<file path="src/rtl/irq_ctrl.sv">
// Four-channel interrupt controller: synchronized edge detection, maskable pending flags,
// fixed-priority one-hot pulses with hold-off. Define IRQ_TIMER_EN to drive channel 4 from an internal timer.
module irq_ctrl #(
    parameter int HOLDOFF      = 8,
    parameter int TIMER_PERIOD = 1000
) (
    input  logic       clk,
    input  logic       reset,
    input  logic       req1,
    input  logic       req2,
    input  logic       req3,
    input  logic       req4,
    input  logic [3:0] mask,
    output logic       ie1,
    output logic       ie2,
    output logic       ie3,
    output logic       ie4,
    output logic [3:0] pending,
    output logic       busy
);

    typedef enum logic [1:0] {
        IDLE,
        FIRE,
        HOLD
    } state_t;

    state_t     state;
    logic [7:0] cnt;
    logic [3:0] ie_q;
    logic [3:0] s1, s2, s3;
    logic [3:0] edge_det;
    logic [3:0] set_vec;
    logic [3:0] ready;
    logic [3:0] grant;
    logic [3:0] issue;

    // Two-flop synchronizer plus history flop for rising-edge detection.
    always_ff @(posedge clk or posedge reset) begin
        if (reset) begin
            s1 <= '0;
            s2 <= '0;
            s3 <= '0;
        end else begin
            s1 <= {req4, req3, req2, req1};
            s2 <= s1;
            s3 <= s2;
        end
    end

    assign edge_det = s2 & ~s3;

`ifdef IRQ_TIMER_EN
    logic [15:0] tmr;
    logic        tick;

    assign tick = (tmr == 16'(TIMER_PERIOD - 1));

    always_ff @(posedge clk or posedge reset) begin
        if (reset) begin
            tmr <= '0;
        end else if (tick) begin
            tmr <= '0;
        end else begin
            tmr <= tmr + 16'd1;
        end
    end

    // The timer tick bypasses the synchronizer; req4 is not used.
    assign set_vec = {tick, edge_det[2:0]};
`else
    assign set_vec = edge_det;
`endif

    assign ready = pending & mask;

    always_comb begin
        grant = '0;
        if (ready[0])      grant = 4'b0001;
        else if (ready[1]) grant = 4'b0010;
        else if (ready[2]) grant = 4'b0100;
        else if (ready[3]) grant = 4'b1000;
    end

    assign issue = (state == IDLE) ? grant : '0;

    always_ff @(posedge clk or posedge reset) begin
        if (reset) begin
            state   <= IDLE;
            ie_q    <= '0;
            pending <= '0;
            busy    <= 1'b0;
            cnt     <= '0;
        end else begin
            // A new edge on the issuing edge wins over the clear.
            pending <= (pending & ~issue) | set_vec;
            case (state)
                IDLE: begin
                    if (grant != '0) begin
                        ie_q  <= grant;
                        busy  <= 1'b1;
                        state <= FIRE;
                    end
                end
                FIRE: begin
                    ie_q <= '0;
                    if (HOLDOFF == 0) begin
                        busy  <= 1'b0;
                        state <= IDLE;
                    end else begin
                        cnt   <= 8'(HOLDOFF - 1);
                        state <= HOLD;
                    end
                end
                HOLD: begin
                    if (cnt == '0) begin
                        busy  <= 1'b0;
                        state <= IDLE;
                    end else begin
                        cnt <= cnt - 8'd1;
                    end
                end
                default: begin
                    ie_q  <= '0;
                    busy  <= 1'b0;
                    state <= IDLE;
                end
            endcase
        end
    end

    assign ie1 = ie_q[0];
    assign ie2 = ie_q[1];
    assign ie3 = ie_q[2];
    assign ie4 = ie_q[3];

endmodule

</file>
<file path="config.mk">
export PLATFORM = sky130hd
export DESIGN_NAME = irq_ctrl
export DESIGN_NICKNAME = d
export VERILOG_FILES = /design/src/rtl/irq_ctrl.sv
export SDC_FILE = /design/constraint.sdc
export NUM_CORES = 1
export LEC_CHECK = 0
export CELL_PAD_IN_SITES_DETAIL_PLACEMENT = 0
export CELL_PAD_IN_SITES_GLOBAL_PLACEMENT = 2
export CORE_MARGIN = 2
export CORE_UTILIZATION = 25
export DETAILED_ROUTE_END_ITERATION = 7
export GPL_TIMING_DRIVEN = 0
export HOLD_SLACK_MARGIN = 0.06
export PLACE_DENSITY_LB_ADDON = 0.1
export SLEW_MARGIN = 0
export SYNTH_ARGS = -nofsm -noshare
export SYNTH_HDL_FRONTEND = slang
export SYNTH_SLANG_ARGS = --single-unit
export TNS_END_PERCENT = 20
</file>
<file path="constraint.sdc">
create_clock -name clk -period 1.72 [get_ports clk]
set_clock_uncertainty 0.1 [all_clocks]
set_input_delay 0.172 -clock clk [delete_from_list [all_inputs] [get_ports clk]]
set_output_delay 0.172 -clock clk [all_outputs]
set_load 0.02 [all_outputs]
</file>
==> results by group <==
Outcome
  – Status: completed

STA
  – Max-Slew Margin vs Limit: 58.53%
  – Final hold violation count: 0
  – Final setup fails: 0
  – Worst-Margin Slew: 621.3 ps
  – RSZ-0062 raised after global routing: yes
  – Slew Viols, Final: 0
  – Tmin final: 1639 ps
  – Final period utilization: 95.29%
  – FMAX: 0.6101 GHz

Pwr
  – P per Cell Area: 1565 nW/µm²
  – Leakage power: 0.7896 nW
  – Worst VDD drop: 0.0006120 V
  – Total power: 2.848 mW

Yosys
  – Seq/Total Area, Yosys: 57.14%
  – Post-synthesis average cell area: 11.70 µm²
  – Netlist cell types: 33
  – Ys Warns: 0
  – Post-synth ARST share: 100.0%
  – Post-synth top area share: 57.14%
  – Net Count, Synth: 128
  – Synth top area cells: dfrtp_1, nand2_1, a32o_1, nor4_4, mux2i_1
  – Number of synthesized flops with an enable pin: 0
  – Largest area contributor in the netlist: dfrtp_1
  – Gate Count Post-Synth: 116
  – Flops & latches, synth: 31
  – Mapped Area: 1358 µm²
  – Top_reg_cell synth: dfrtp_1

Min path
  – Hold Crit Class: in -> async

GRT
  – First-pass GRT wire length: 4.919 mm
  – Met3 GRT Util: 3.488%
  – Gr busiest metal: met2
  – Routing usage on met1: 13.79%
  – Met2 Usage GRT: 16.47%
  – GR Overflow Total: 0
  – Number of global-route vias before repair: 983
  – Initial antenna violation count: 0
  – GRT Util Overall: 10.68%
  – Pin count of the biggest net entering global routing: 32

Route
  – DR DRC count: 0
  – Vias: 958
  – Initial DRC Count: 28
  – Pre-antenna DRT Iters: 4
  – Detailed-route wire length per cell: 13.61 µm
  – Vias/cell: 4.456
  – ANT nets after route: 0
  – Routed WL: 2.927 mm

Worst setup path
  – CP Class: reg -> reg
  – CP required: 1840 ps
  – Crit Path Max Fanout: 4
  – CP Launch Type: flip-flop
  – Reg2reg start: cnt[1]
  – Arr. time, crit path: 1760 ps
  – Worst setup EP type: flip-flop
  – Critical path origin: cnt[1]

Layout
  – Final nets: 157
  – Final core utilization: 35.17%
  – P&R area growth vs syn: 34.01%
  – N_diodes: 0
  – Share of layout cells above drive strength 1: 20.69%

Die
  – Die height: 77.69 µm
  – Site Rows: 26
  – Starting Density: 26.25%
  – Core area: 5172 µm²
  – Die ar.: 6036 µm²
  – IO Pins: 19
  – Die X: 77.69 µm

Placement
  – Placer Congestion: 0.7012
  – Port Buffers: 18
  – Post-DP HPWL: 2.031 mm

Clocking
  – TritonCTS Buffers: 5
  – CTS tree: built
  – CTS H-tree lvls: 2
  – Clock sink total: 31
  – CTS root buf: clkbuf_8
  – Cts hold-fix bufs: 0
  – Clock buffer depth: 2
  – Clk Latency, worst-skew pair: 280 ps
  – Clock transition at path regs: 70 ps

Job
  – Max Cap Violations: 0
cells in the final DEF (no fill, tap or decap), types with 2 or more instances in the layout:
cell	count
dfrtp_1	29
clkdlybuf4s50_1	18
nand2_1	15
inv_1	8
nor2_1	8
clkbuf_8	6
a32o_1	5
mux2i_1	4
nand3_1	4
a22o_1	4
nor2b_1	3
o21ai_0	3
buf_2	2
nor4_4	2
inv_2	2
a31oi_1	2
nand2b_1	2
nor3_1	2
dfrtp_2	2
buf_4	2
routing by layer:
metal / wire [µm] / vias up / part of all wire, %
met4: 49 / 0 / 1.7
met5: 0 / - / 0
li1: - / 467 / -
met1: 1384 / 465 / 47
met2: 1375 / 19 / 47
met3: 117 / 7 / 4.0
power by group:
part,switching (mW),internal [mW]
clock,0.266,0.314
combinational,0.604,0.556
sequential,0.203,0.904
cells by family after synthesis:
family | Yosys count | synth area share, %
buffers and inverters | 13 | 3.779
AO/OA/AOI/OAI | 24 | 15.39
flip-flops | 31 | 57.14
multiplexers | 4 | 2.949
AND/OR/NAND/NOR | 42 | 18.89
adder cells (fa/ha/maj) | 2 | 1.843
worst paths after layout:
check                      depth (start not counted)  slack, ps  endpoint
setup / recovery                                   7         80    cnt[6]
hold / removal                                     2        160    cnt[5]
setup reg to reg                                   7         80    cnt[6]
hold reg to reg                                    0        260     s2[1]
max in group asynchronous                          3        840  state[1]
min in group clk                                   1        220     s1[3]
synthesized netlist by cell type (2+ instances only):
master    count
mux2i_1       4
buf_2         2
nor4_4        2
ha_1          2
nand2b_1      2
nor3_1        2
nand3_1       4
nor2_1        8
a22o_1        4
a31oi_1       2
nand2_1      15
dfrtp_1      31
a32o_1        5
nor2b_1       3
o21ai_0       3
inv_1        10
cell type report:
type | instances | area [µm²]
Timing Repair Buffer | 22 | 242.7
Clock buffer | 6 | 82.58
Inverter | 10 | 37.54
Tap cell | 70 | 87.58
Sequential cell | 31 | 778.2
Buffer | 3 | 13.76
Multi-Input combinational cell | 72 | 571.8
Clock inverter | 1 | 5.005
Fill cell | 519 | 3353
registers in the layout, indices dropped and copies added (netlist names):
name and count:
busy 1, cnt 8, ie_q 4, pending 4
s1 4, s2 4, s3 4, state 2
per-stage QoR:
stage / hold WS, ps / setup TNS, ps / cell area (µm²) / cells / setup WS [ps]
final: 164.7 / 0 / 1819 / 215 / 80.95
after global routing: 198.1 / -96.75 / 1819 / 215 / -29.01
after CTS: 216.3 / -0.3534 / 1742 / 212 / -0.3534
after detailed placement: 236.4 / -3083 / 1625 / 204 / -229.1
after global placement: 233.1 / -1841 / 1625 / 204 / -239.8
after floorplan: 103.4 / 0 / 1358 / 116 / 107.5
critical path: stages (launching register included):
cell and delay [ps]:
dfrtp_1 410, inv_2 110, buf_12 110, ha_1 200, inv_1 100, nor4_2 260, a22o_1 170, a32o_1 120
repair_timing:
item                                   in CTS  in global routing
setup buffers                               1                  2
pin swaps                                   0                  4
resized for setup                           5                  6
setup endpoints to repair                   9                 10
endpoints found under the hold margin       0                  0
No activity file was read; power rests on OpenSTA's default activity.
